File: config.mk
export PLATFORM = sky130hd
export DESIGN_NAME = elevator_scheduler
export DESIGN_NICKNAME = d
export VERILOG_FILES = /design/src/rtl/elevator_scheduler.sv
export SDC_FILE = /design/constraint.sdc
export NUM_CORES = 1
export LEC_CHECK = 0
export BUFFER_PORTS_ARGS = -buffer_cell sky130_fd_sc_hd__buf_2
export CORE_ASPECT_RATIO = 1.2
export CORE_MARGIN = 1
export CORE_UTILIZATION = 45
export CTS_CLUSTER_DIAMETER = 150
export DETAILED_ROUTE_END_ITERATION = 12
export GPL_ROUTABILITY_DRIVEN = 1
export GPL_TIMING_DRIVEN = 0
export HOLD_SLACK_MARGIN = 0.1
export PLACE_DENSITY = 0.72
export SYNTH_ARGS = -nofsm -noshare
export SYNTH_HDL_FRONTEND = slang
export SYNTH_SLANG_ARGS = --single-unit
File: constraint.sdc
create_clock -name clk -period 3.5 [get_ports clk]
set_input_delay 0.35 -clock clk [delete_from_list [all_inputs] [get_ports clk]]
set_output_delay 0.35 -clock clk [all_outputs]
set_load 0.005 [all_outputs]
File: src/rtl/elevator_scheduler.sv
// Three-floor elevator request scheduler: latches calls, picks targets with
// SCAN ordering, times travel/door dwell from a slow tick, and drives the
// floor display codes plus the emergency indicator.
module elevator_scheduler #(
  parameter int TRAVEL_TICKS = 4,
  parameter int DOOR_TICKS   = 3,
  parameter int CNT_W        = 4
) (
  input  logic             clk,
  input  logic             reset,
  input  logic             tick,
  input  logic [2:0]       btn,
  input  logic             emerg_in,
  output logic [1:0]       cur_floor,
  output logic [1:0]       next_floor,
  output logic [3:0]       Disp_1,
  output logic [3:0]       Disp_2,
  output logic             moving,
  output logic             door_open,
  output logic             dir_up,
  output logic [2:0]       pending,
  output logic             emerg_out
);

  typedef enum logic [1:0] {S_IDLE, S_MOVING, S_DOOR, S_EMERG} state_t;

  localparam logic [CNT_W-1:0] TRAVEL_LAST = CNT_W'(TRAVEL_TICKS - 1);
  localparam logic [CNT_W-1:0] DOOR_LAST   = CNT_W'(DOOR_TICKS - 1);

  state_t           state_reg, state_next;
  logic [CNT_W-1:0] cnt_reg, cnt_next;
  logic [1:0]       cur_floor_next, next_floor_next;
  logic [2:0]       pending_next;
  logic             dir_up_next;

  logic [2:0]       cur_oh, step_oh;
  logic [1:0]       step_floor;
  logic             up_found, dn_found;
  logic [1:0]       up_floor, dn_floor;

  // Nearest pending floor above and below the car, plus the floor one step toward the target
  always_comb begin
    up_found = 1'b0;
    up_floor = cur_floor;
    dn_found = 1'b0;
    dn_floor = cur_floor;
    // scanning downward leaves the closest floor above as the last hit
    for (int f = 2; f >= 0; f--) begin
      if (pending[f] && (2'(f) > cur_floor)) begin
        up_found = 1'b1;
        up_floor = 2'(f);
      end
    end
    // scanning upward leaves the closest floor below as the last hit
    for (int f = 0; f <= 2; f++) begin
      if (pending[f] && (2'(f) < cur_floor)) begin
        dn_found = 1'b1;
        dn_floor = 2'(f);
      end
    end
    step_floor = (next_floor > cur_floor) ? cur_floor + 2'd1 : cur_floor - 2'd1;
    cur_oh     = 3'b001 << cur_floor;
    step_oh    = 3'b001 << step_floor;
  end

  // State register: all sequential state, displays load the same values as the floor codes
  always_ff @(posedge clk) begin
    if (reset) begin
      state_reg  <= S_IDLE;
      cnt_reg    <= '0;
      cur_floor  <= 2'd0;
      next_floor <= 2'd0;
      pending    <= 3'b000;
      dir_up     <= 1'b1;
      Disp_1     <= 4'd0;
      Disp_2     <= 4'd0;
    end else begin
      state_reg  <= state_next;
      cnt_reg    <= cnt_next;
      cur_floor  <= cur_floor_next;
      next_floor <= next_floor_next;
      pending    <= pending_next;
      dir_up     <= dir_up_next;
      Disp_1     <= {2'b00, cur_floor_next};
      Disp_2     <= {2'b00, next_floor_next};
    end
  end

  // Next-state logic: emergency first, then per-state scheduling; a clear beats a same-cycle press
  always_comb begin
    state_next      = state_reg;
    cnt_next        = cnt_reg;
    cur_floor_next  = cur_floor;
    next_floor_next = next_floor;
    dir_up_next     = dir_up;
    pending_next    = pending | btn;
    if (state_reg == S_EMERG) begin
      pending_next = 3'b000;
    end else if (emerg_in) begin
      state_next      = S_EMERG;
      pending_next    = 3'b000;
      next_floor_next = cur_floor;
      cnt_next        = '0;
    end else begin
      case (state_reg)
        S_IDLE: begin
          if ((pending & cur_oh) != 3'b000) begin
            pending_next = pending_next & ~cur_oh;
            cnt_next     = '0;
            state_next   = S_DOOR;
          end else if (pending != 3'b000) begin
            if (dir_up) begin
              if (up_found) begin
                next_floor_next = up_floor;
              end else begin
                next_floor_next = dn_floor;
                dir_up_next     = 1'b0;
              end
            end else begin
              if (dn_found) begin
                next_floor_next = dn_floor;
              end else begin
                next_floor_next = up_floor;
                dir_up_next     = 1'b1;
              end
            end
            cnt_next   = '0;
            state_next = S_MOVING;
          end else begin
            next_floor_next = cur_floor;
          end
        end
        S_MOVING: begin
          if (tick) begin
            if (cnt_reg == TRAVEL_LAST) begin
              cur_floor_next = step_floor;
              cnt_next       = '0;
              // stop at the target, or at a call lying on the way
              if ((step_floor == next_floor) || ((pending & step_oh) != 3'b000)) begin
                pending_next = pending_next & ~step_oh;
                state_next   = S_DOOR;
              end
            end else begin
              cnt_next = cnt_reg + 1'b1;
            end
          end
        end
        S_DOOR: begin
          // a press at the open floor only extends the dwell
          pending_next = pending | (btn & ~cur_oh);
          if ((btn & cur_oh) != 3'b000) begin
            cnt_next = '0;
          end else if (tick) begin
            if (cnt_reg == DOOR_LAST) begin
              cnt_next = '0;
              if (next_floor != cur_floor) begin
                state_next = S_MOVING;
              end else begin
                next_floor_next = cur_floor;
                state_next      = S_IDLE;
              end
            end else begin
              cnt_next = cnt_reg + 1'b1;
            end
          end
        end
        default: ;
      endcase
    end
  end

  // Output flags decoded from the current state
  always_comb begin
    moving    = (state_reg == S_MOVING);
    door_open = (state_reg == S_DOOR);
    emerg_out = (state_reg == S_EMERG);
  end

endmodule
Yosys cells after proc, flatten, opt, wreduce, memory -nomap -nowiden --
Cells that the tools add are included.
Word-level totals: output and inout bits 19, logic and storage cells 123, bits in registers 18, bits of input ports 7
Operators by class: reduce and logical (&&, ||, !) cells 17, add/subtract/negate cells 3, magnitude comparators 7, eq/ne operators 15, multiplexer cells 58, shift operators 2, bitwise gates (word level) 13
Operators with widths (number):
- $mux W2 | 32
- $mux W4 | 8
- $and A3 B3 Y3 | 6
- $mux W3 | 4
- $pmux W4 S3 | 1
- $reduce_bool A3 Y1 | 4
- $mux W1 | 10
- $reduce_and A5 Y1 | 2
- $ne A3 B2 Y1 const B | 3
- $ne A3 B3 Y1 const B | 3
- $pmux W3 S3 | 1
- $reduce_and A9 Y1 | 1
- $eq A4 B2 Y1 const B | 2
- $logic_and A1 B1 Y1 | 6
- $not A3 Y3 | 2
- $or A3 B3 Y3 | 2
- $pmux W2 S3 | 1
- $shl A1 B2 Y3 const A | 2
- $add A4 B1 Y4 const B | 1
- $eq A2 B2 Y1 const B | 2
- $gt A1 B2 Y1 const A | 2
- $lt A1 B2 Y1 const A | 2
- $ne A4 B3 Y1 const B | 1
- $ne A4 B4 Y1 const B | 1
- other kinds (14) | 16

Longest topological paths before layout --
Gate-level depths: netlist of run 1.
depth after elaboration 12, mapped depth 9, depth with buffers taken out 8

Least setup slack after synthesis of run 1 --
OpenSTA, ideal clock, no wires.
kind register to register, start point register Disp_1[0] (netlist name), end point register dir_up, arrival time 2.254 ns, required time 3.378 ns, cell stages (with the launch flop) 8, library setup time 0.122 ns, path buffers 0, setup slack 1.124 ns, clock period less this slack 2.376 ns, cell sequence dfxtp_1 inv_1 ha_1 a222oi_1 nand2_2 nor4_4 nand3_1 a221o_1
RTL lines:
- end signal, assigned | RTL line 83 | dir_up <= dir_up_next;
- end, declared | RTL line 20 | output logic dir_up,

==> results of run 1 <==
## Yosys cell counts, types with 2 or more instances
cell type | number | area share, %
o31a_1 | 2 | 1.3
nand3b_1 | 2 | 1.1
a31oi_1 | 2 | 0.89
a222oi_1 | 2 | 1.4
clkbuf_1 | 2 | 0.54
a21boi_1 | 3 | 1.6
nor2b_1 | 2 | 0.89
nor3_1 | 5 | 1.8
nand4_1 | 2 | 0.89
o32ai_1 | 2 | 1.3
or3_1 | 5 | 2.2
dfxtp_1 | 14 | 20
a211oi_1 | 2 | 1.1
nand2_1 | 13 | 3.5
inv_1 | 17 | 4.6
o21ai_0 | 8 | 2.9
buf_4 | 9 | 4.8
a21oi_1 | 10 | 3.6
o31ai_1 | 3 | 1.6
o21a_1 | 3 | 1.6
ha_1 | 14 | 13
mux2i_1 | 2 | 1.4
nand3_1 | 4 | 1.4
a21o_1 | 2 | 1.1
xnor2_1 | 2 | 1.3
nand2b_1 | 5 | 2.2
a311oi_1 | 2 | 1.3
a221oi_1 | 3 | 1.9
nor2_1 | 10 | 2.7
o22ai_1 | 3 | 1.3
## tightest hold or removal path, stage by stage
cell and delay [ns]:
buf_2 0.09, o21ai_0 0.07, a21oi_1 0.11
## layout make-up
type | count | area share [%]
well taps | 34 | 2.67
flip-flops and latches | 14 | 17.6
multi-input cells | 140 | 61.1
inverters | 17 | 4.00
clock buffers | 4 | 2.28
repair buffers | 21 | 6.59
plain buffers | 13 | 5.73
## routing by layer
| layer | routed length, µm | share of wire (%) | up-vias |
|---|---|---|---|
| li1 | - | - | 707 |
| met5 | 0 | 0 | - |
| met2 | 1660 | 47 | 56 |
| met1 | 1530 | 43 | 676 |
| met3 | 229 | 6.5 | 14 |
| met4 | 121 | 3.4 | 0 |
## how the worst min path moves through the flow
stage	endpoint	depth (start not counted)	start	slack, ns
floorplan	dir_up	1	reset	0.45
global placement	cnt_reg[3]	2	cnt_reg[3]	0.49
detailed placement	cnt_reg[3]	2	cnt_reg[3]	0.51
CTS	pending[1]	3	btn[1]	0.38
global route	Disp_2[1]	2	reset	0.41
finish	pending[1]	3	btn[1]	0.38
## cell usage in the layout (no fill, tap or decap), types with 4 or more instances in the layout
cell      count
buf_2        22
inv_1        17
dfxtp_1      14
ha_1         14
nand2_1      13
nor2_1       10
a21oi_1      10
buf_4         9
o21ai_0       8
nand2b_1      5
or3_1         5
nor3_1        5
nand3_1       4
conb_1        4
## through the flow
stage          hold WS [ns]  worst slack (ns)  instances
6_report              0.379             0.523        243
5_1_grt               0.407             0.408        243
2_1_floorplan         0.455              1.12        184
3_3_place_gp          0.495             0.647        239
3_5_place_dp          0.512             0.679        239
4_1_cts               0.379             0.639        243
## cell families after synthesis
logic type	count (synthesis)
and+or+nand+nor	62
AOI/OAI and AO/OA	56
buffers and inverters	30
adders and majority gates	14
DFF	14
xor gates and xnor gates	2
muxes	2
other	1
## power by group
part	switching [µW]	internal, µW
clock network	58.6	63.3
logic	303	214
registers	31.4	187
==> results.md, run 1 <==
Timing:
- The setup TNS after final layout is 0 ns.
- The max-slew violation count is 0.
- The hold violation total from the final report is 0.
- The post-layout minimum cycle time is 2.98 ns.
- The slew of the pin with the lowest slew margin is between 0.8 and 0.9 ns.
- For the final database, setup skew stands at approximately 0.0076 ns.
- The final setup violation count is 0.
- The share of the cycle needed by the critical path after routing is between 80% and 90%.
- The achievable frequency is around 340 MHz.
- Setup repair after global routing left no endpoint under its margin.
- The worst pin sits at a relative slew slack of 44.3%.

Clock network:
- The number of H-tree levels is 1.
- Buffers inserted to repair hold after CTS numbered 0.
- Clock-pin slew was measured on the worst setup and hold paths at 0.10 ns.
- The clock root buffer is clkbuf_4.
- The number of setup buffers added after CTS is 0.
- For the worst-skew pair, the clock arrives at the later sink with an insertion delay of roughly 0.28 ns.
- Counting the buffers created by CTS gives 3.
- The tree built by TritonCTS fans out to 14 sinks.
- The maximum clock insertion buffer count is 2.
- The TritonCTS clock tree is yes.
- The number of gates resized after cts is 0.

Worst setup path:
- Grouping stages by cell kind, the critical path spends the most delay in compound AO/OA/AOI/OAI gates.
- For this run, the slowest stage of the critical path takes 0.78 ns.
- The combined buffer and inverter count along the critical path is 1.
- In this run the critical register-to-register path is captured at dir_up.
- The reg-to-reg critical path startpoint is Disp_1[0].
- The total stage count of the critical path is 7.
- The worst reg-to-reg setup slack is 0.52 ns.
- The type of origin of the critical path is a register.
- The worst endpoint data arrival time is between 3 and 4 ns.
- The number of cells on the worst reg-to-reg path is 7.
- The critical path class is register to register.
- The required time at the worst-slack endpoint is about 3.7 ns.
- The maximum fanout encountered on the critical timing path is 11.
- The origin of the worst setup path is Disp_1[0].
- The most critical setup path has its endpoint at dir_up.
- Traced cell by cell, the critical path runs through inv_1, ha_1, a222oi_1, nand2_2, nor4_4, nand3_1, a221o_1.
- The highest-delay cell along the critical path is a222oi_1.
- The element type at the critical path end is a register.

Finish:
- The repair_antennas step left the layout with diodes totalling 0.
- Once layout is complete, the utilization of the core stands at between 50% and 60%.
- The count of fill cells added during filler insertion is approximately 270.
- Summing all multi-input logic gate instances after layout gives just under 0.001 mm².
- The post-route cell area is between 0.0015 and 0.002 mm².
- Relative to the synthesized area, the layout overhead comes to 14.0%.
- The register cell area after layout is between 200 and 300 µm².
- The net count reported at finish is 231.
- The fraction of final layout cells with drive strength greater than 1 is 20.1%.
- The register with the most flip-flops in the layout has 4 of them.

Detailed routing:
- The mean number of vias per cell is roughly 6.0.
- In this run the remaining antenna-violating nets after routing total 0.
- For this run, the detailed router's first-pass iteration total came to 4.
- The via count of the routed design is ~1,500.
- The routed length per placed instance is between 10 and 15 µm.
- The number of DRC markers in iteration 0 is 41.
- After detailed routing, the number of remaining DRC violations is 0.
- The wire length reported by the detailed router is between 3000 and 4000 µm.

GRT:
- The number of global-route vias before repair is ~1,400.
- In the global route stage, met3 resource usage came out at under 10%.
- In the global route stage, met2 resource usage came out at a little under two fifths.
- The number of antenna violations at the first check in global routing was 0.
- The global-route track usage on met1 is 29.8%.
- The global-route usage over all layers is between 20% and 30%.
- The overall overflow remaining after global route is 0.
- The first global-routing pass estimated approximately 6000 µm of wire.
- In this run the most used layer during global routing was met2.
- Entering global routing, the biggest net connects 12 pins.

Hold path:
- The tightest min-delay check is of the input port to register type.

Place:
- The estimated wirelength of the detail-placed design is 2750 µm.
- The instance area after placement is 0.00156 mm².
- Routability-driven placement finished with a final weighted congestion of 0.945.
- Buffers placed on the I/O ports in this run total 21.

Floorplan:
- The die boundary height is about 63 µm.
- The number of rows created at floorplan is 21.
- The overall die area is approximately 0.0033 mm².
- The core region is roughly 0.0029 mm².
- The horizontal extent of the die is 52.9 µm.
- Pin placement for this block handled 26 I/O pins.
- The initial standard-cell utilization of the core is roughly half.

Synthesis:
- The number of enable flip-flop cells after synthesis is 0.
- The number of different library cells in the post-synthesis netlist is 56.
- The most used flip-flop cell after synthesis is dfxtp_1.
- The gate count after technology mapping is about 180.
- After synthesis, the largest family of logic cells by area is compound AO/OA/AOI/OAI gates.
- The complex-gate fraction of the synthesized area is 27.9%.
- The simple-gate portion of the synthesized area is about 25%.
- The sequential cell area fraction in the yosys report is approximately 20%.
- The share of the synthesized netlist area taken by xor and xnor gates is about 1.3%.
- Yosys printed 0 warnings.
- Summing the areas of all fa, ha and maj instances in the mapped netlist gives around an eighth of the synthesized area.
- The portion of netlist area occupied by mux cells is around 1.4%.
- The share of synthesized registers carrying an async set or reset is 0%.
- In this run the cell area of the synthesized design comes to roughly 0.0014 mm².
- In this run the mean area of a mapped cell was between 7 and 8 µm².
- The number of flip-flops and latches in the synthesized netlist is 14.

Pwr:
- The maximum VDD drop is 0.340 mV.
- The design draws 857 µW.
- The power per cell area is around 540 mW/mm².
- In this run the static leakage power is ~0.00066 µW.

Flow run:
- Across the run, the number of max-cap violations was 0.

Status:
- The flow ran to the end, and the final reports show no timing, DRC or antenna violations.
(Power assumes the default switching activity.)
==> run 2: changes to the inputs <==
- CTS_BUF_LIST: unset -> sky130_fd_sc_hd__clkbuf_8
==> results.md, run 2 (same netlist as run 1, synthesis figures left out) <==
Timing:
- The hold violation total from the final report was 0.
- The slew of the pin with the lowest slew margin is around 0.80 ns.
- Across the routed clock network, the largest skew measured is ~0.0036 ns.
- The post-layout minimum cycle time is about 2.9 ns.
- Setup repair after global routing left no endpoint under its margin.
- The setup TNS after final layout is 0 ns.
- The max-slew violation count is 0.
- The worst pin sits at a relative slew slack of a little under half.
- The share of the cycle needed by the critical path after routing is 84.2%.
- The final setup violation count is 0.
- The achievable frequency is between 300 and 400 MHz.

GRT:
- The first global-routing pass estimated between 6000 and 7000 µm of wire.
- The number of antenna violations at the first check in global routing was 0.
- Global routing finished with a remaining overflow of 0.
- The global-route usage over all layers is a little under a quarter.
- Entering global routing, the biggest net connects 12 pins.
- The number of global-route vias before repair was around 1,400.

Finish:
- The register with the most flip-flops in the layout has 4 of them.
- The post-layout utilization of the core is around 56%.
- The count of fill cells added during filler insertion is 267.
- The most common cell after layout, fill and taps aside is buf_2.
- In the layout the commonest cells are 22 x buf_2, 17 x inv_1, 14 x dfxtp_1, 14 x ha_1, 13 x nand2_1.
- Of the cells placed in the final design, the portion with a size suffix greater than 1 is 20.1%.
- The repair_antennas step left the layout with diodes totalling 0.
- The non-filler instance count after layout is approximately 240.
- The area growth from synthesis to final layout is 15.3%.
- The net count of the finished layout is between 200 and 250.
- The finished cells cover around 0.0016 mm².

Worst setup path:
- The maximum fanout encountered on the critical timing path is 11.
- The type of origin of the critical path is a register.
- STA puts the critical path data arrival time at 3.09 ns.
- The element type at the critical path end is a register.
- Counting cells, the worst reg-to-reg path comes to 7.
- The setup path with the least slack is of type register to register.
- STA puts the critical path data required time at 3.64 ns.

Hold path:
- The tightest min-delay check is of the input port to register type.
- The worst hold path passes through 3 cells.

Pwr:
- In this run, the clock network consumes ~18% of the power.
- The worst-case IR drop observed on VDD is 0.356 mV.
- The power per cell area is roughly 560 mW/mm².
- In this run switching power makes up ~44% of total power.
- Summed over all cells, the static leakage comes to between 0.0006 and 0.0007 µW.
- Combinational logic burns 57.3% of the power.
- The internal cell power is roughly 500 µW.
- The switching power is about 400 µW.
- Registers are responsible for 24.4% of the overall power.

Detailed routing:
- For this block, the initial DRC count from the detailed router was 46.
- In the routed layout, each cell is associated on average with a via count of between 5 and 6.
- The wire length reported by the detailed router is between 3000 and 4000 µm.
- The post-route DRC violation count is 0.
- In this run the remaining antenna-violating nets after routing total 0.
- The final route contains around 1,400 vias.
- The number of iterations in the first detailed-routing pass is 4.
- Dividing the detail-routed wire length by the instance count gives 14.7 µm.

Floorplan:
- The die boundary height is between 60 and 70 µm.
- The I/O pin count is 26.
- Once the floorplan was initialized, standard cells occupied between 40% and 50% of the core.
- The floorplan step set the die width to about 53 µm.
- The placeable core region is approximately 0.0029 mm².
- The number of rows created at floorplan is 21.
- The overall die area is about 0.0033 mm².

Clock network:
- Clock tree synthesis inserted a total of 3 buffers.
- The quantity of hold-fixing buffers added after cts is 0.
- The maximum clock insertion buffer count is 2.
- The clock-pin slew reported for the worst setup and hold paths after clock tree synthesis is approximately 0.070 ns.
- CTS built an H-tree with a depth of 1.
- The root buffer cell chosen for the clock tree is clkbuf_8.
- The worst-skew pair later-pin latency is roughly 0.25 ns.
- The number of gates resized after cts is 0.
- The TritonCTS clock tree is yes.
- The number of sinks on the clock net is 14.
- Buffers added to address setup during post-CTS repair amount to 0.

Place:
- The instance area after placement is 0.00156 mm².
- The instance count after placement with tap cells included is approximately 240.
- Detailed placement ended at an HPWL of between 2000 and 3000 µm.
- Buffers placed on the I/O ports in this run total 21.
- At the end of routability-driven placement, the weighted congestion stood at roughly 0.95.

Status:
- The flow ran to the end, and the final reports show no timing, DRC or antenna violations.

Flow run:
- The count of maximum capacitance violations is 0.
-- run 2: cell counts in the layout (fill, tap and decap cells not counted) --
No cell type changed its count.
-- run 2: worst max-delay path, stage by stage, from the launching register on --
cell and delay (ns):
dfxtp_1 0.56, inv_1 0.21, ha_1 0.31, a222oi_1 0.76, nand2_2 0.23, nor4_4 0.31
nand3_1 0.11, a221o_1 0.35
-- run 2: area by class of cell --
cell class              instances  area, µm²  area share (%)
multi-input cells             140        975            60.4
well taps                      34       42.5            2.64
repair buffers                 21        105            6.52
flip-flops and latches         14        280            17.4
clock buffers                   4       55.1            3.41
inverters                      17       63.8            3.96
plain buffers                  13       91.3            5.66
-- run 2: layer usage --
| layer | wire length [µm] | global-route usage [%] | part of all wire [%] |
|---|---|---|---|
| met1 | 1630 | 30.1 | 46 |
| met2 | 1670 | 38.4 | 47 |
| met3 | 159 | 3.38 | 4.4 |
| met4 | 114 | 8.22 | 3.2 |
| met5 | 0 | 0 | 0 |
-- run 2: worst paths after layout --
check	startpoint	end	slack, ns
worst max-delay path	Disp_1[0]	dir_up	0.55
worst min-delay path	btn[1]	pending[1]	0.42
worst max register to register	Disp_1[0]	dir_up	0.55
worst min register to register	cnt_reg[3]	cnt_reg[3]	0.51
-- run 2: per-stage QoR --
step	hold slack, ns	total power, µW	setup slack [ns]
detailed placement	0.512	730	0.679
global placement	0.495	717	0.647
floorplan	0.455	596	1.12
finish	0.422	899	0.553
CTS	0.421	892	0.644
global route	0.456	971	0.413
-- run 2: power groups by stage --
stage	clock network [µW]	registers, µW	logic [µW]
floorplan	0	218	378
global placement	0	220	498
detailed placement	0	222	508
CTS	163	219	509
global route	171	225	575
finish	164	219	515
==> run 3: changes to the inputs <==
- PLACE_DENSITY: 0.72 -> 0.74
- clock period: 3.5 -> 2.5 ns (I/O delays scaled with it)
==> results.md, run 3 (same netlist as run 1, synthesis figures left out) <==
Pwr:
- The total design power is 1330 µW.
- The maximum VDD drop is 0.487 mV.
- For this design the static power due to leakage is between 0.0006 and 0.0007 µW.
- The power per cell area is between 700 and 800 mW/mm².

Timing:
- The clock arrives with 0.00115 ns of skew.
- After layout, the worst path uses between 90% and 100% of the clock period.
- The hold violation total from the final report is 0.
- For the final routed database, the setup TNS stands at 0 ns.
- Based on the critical path, the design can be clocked at up to between 400 and 500 MHz.
- The routed design could run at a clock period as short as ~2.4 ns.
- Setup violations remaining at the end of the flow were counted as 0.
- In the post-route analysis, the smallest setup slack over all paths is 0.0702 ns.
- At the pin with the least slew margin, the transition time is between 0.5 and 0.6 ns.
- In this run the tightest slew margin relative to its limit is 60.8%.
- The max-slew violation count is 0.

Clock network:
- The total clock buffers created by CTS is 3.
- The worst-skew pair later-pin latency is approximately 0.25 ns.
- The clock root buffer is clkbuf_8.
- The longest clock path from root to sink contains 2 buffers.
- TritonCTS built the clock tree.
- The clock drives 14 sinks.
- Clock-pin slew was measured on the worst setup and hold paths at 0.07 ns.
- The number of H-tree levels is 1.

GRT:
- Across every metal layer, demand over resource in global routing totals between 20 and 25%.
- The number of antenna violations at the first check in global routing is 0.
- The total overflow left after global routing is 0.
- The number of global-route vias before repair came to about 1,300.
- The global-route wire length before repair is 5890 µm.
- Entering global routing, the biggest net connects 12 pins.

Detailed routing:
- In the final routed layout, each cell accounts on average for approximately 15 µm.
- The mean number of vias per cell is ~6.
- For this run, the detailed router's first-pass iteration total came to 4.
- The wire length reported by the detailed router is 3740 µm.
- For this run, design rule violations remaining after detail routing come to 0.
- After the first detailed-routing iteration, the DRC count stood at a little under 50.
- The via count of the routed design is ~1,500.
- The residual antenna-violating net count after detailed routing is 0.

Worst setup path:
- The required time at the worst-slack endpoint is roughly 2.6 ns.
- For the worst flop-to-flop path, the logic depth is 9.
- The worst endpoint data arrival time is ~2.6 ns.
- The element type at the critical path end is a register.
- The type of origin of the critical path is a register.
- The worst setup path is of the register to register kind.
- Of all nets on the critical path, the largest fanout is 11.

Finish:
- The fraction of final layout cells with drive strength greater than 1 is about a quarter.
- From synthesis to final layout, the design area changed by 21.3%.
- The non-filler instance count after layout is approximately 250.
- Leaving out fill and tap cells, the most frequent cell in the layout is buf_2.
- The net count reported at finish is approximately 240.
- The register with the most flip-flops in the layout has 4 of them.
- The post-layout utilization of the core is between 50% and 60%.
- 0 antenna diodes ended up in the layout.
- In the layout the commonest cells are 22 x buf_2, 17 x inv_1, 13 x buf_4, 13 x nand2_1.

Floorplan:
- The I/O pin count is 26.
- The placeable core region is around 0.0029 mm².
- The number of rows created at floorplan is 21.
- The floorplan step set the die height to ~63 µm.
- Once the floorplan was initialized, standard cells occupied 48.8% of the core.
- The overall die area is 0.00334 mm².
- The horizontal extent of the die is 52.9 µm.

Hold path:
- The class of the worst hold path is input port to register.
- The worst hold path was traced through 3 stages.

Place:
- Timing analysis after detailed placement gives a worst setup slack of -0.367 ns.
- Buffers placed on the I/O ports in this run total 21.
- Detailed placement finished with a half-perimeter wire length of roughly 2600 µm.
- The number of placed instances, taps included, is 239.
- The final estimated routing congestion in global placement is 0.888.

Flow run:
- The count of maximum capacitance violations is 0.

Status:
- The flow ran to the end, and the final reports show no timing, DRC or antenna violations.
[run 3: changes by cell type in the layout (fill, tap and decap cells not counted), sizes merged]
| cell | before | now |
|---|---|---|
| buf | 32 | 36 |
[run 3: worst max-delay path, stage by stage, from the launching register on]
cell and delay [ns]:
dfxtp_4 0.42, inv_1 0.13, ha_2 0.25, a222oi_1 0.37, buf_4 0.19, buf_4 0.13, nand2_2 0.11, nor4_4 0.27
nand3_1 0.11, a221o_1 0.34
[run 3: final cells by class]
type                    instances  area [µm²]
clock buffers                   4        55.1
well taps                      34        42.5
inverters                      17        63.8
multi-input cells             140        1020
flip-flops and latches         14         288
repair buffers                 25         135
fillers                       290        1170
plain buffers                  13        91.3
[run 3: per-stage QoR]
step | hold WS [ns] | area, µm²
global route | 0.318 | 1700
global placement | 0.502 | 1560
CTS | 0.302 | 1640
finish | 0.304 | 1700
detailed placement | 0.503 | 1560
floorplan | 0.355 | 1410
[run 3: final timing paths]
kind | from | end | slack, ns
worst max-delay path | Disp_1[0] | dir_up | 0.07
worst min-delay path | btn[1] | pending[1] | 0.30
worst max register to register | Disp_1[0] | dir_up | 0.07
worst min register to register | cnt_reg[3] | cnt_reg[3] | 0.51
[run 3: layer usage]
layer / global-route usage, % / part of all wire [%] / vias up
met1: 28.8 / 42 / 688
met3: 2.42 / 6.3 / 11
met4: 7.57 / 2.3 / 0
met2: 40.3 / 50 / 68
li1: - / - / 718
met5: 0 / 0 / -
[run 3: power breakdown]
group	leakage (µW)	internal (µW)	total, µW	switching (µW)
Sequential	0.000116	261	303	42.1
Clock	0.0000288	140	236	96.0
Combinational	0.000541	326	787	461
Total	0.000685	727	1330	599
[run 3: repair_timing]
item / in CTS / in global routing
pin swaps: 2 / 2
setup buffers: 3 / 1
endpoints found under the setup margin: 11 / 9
resized for setup: 3 / 10
hold buffers: 0 / 0
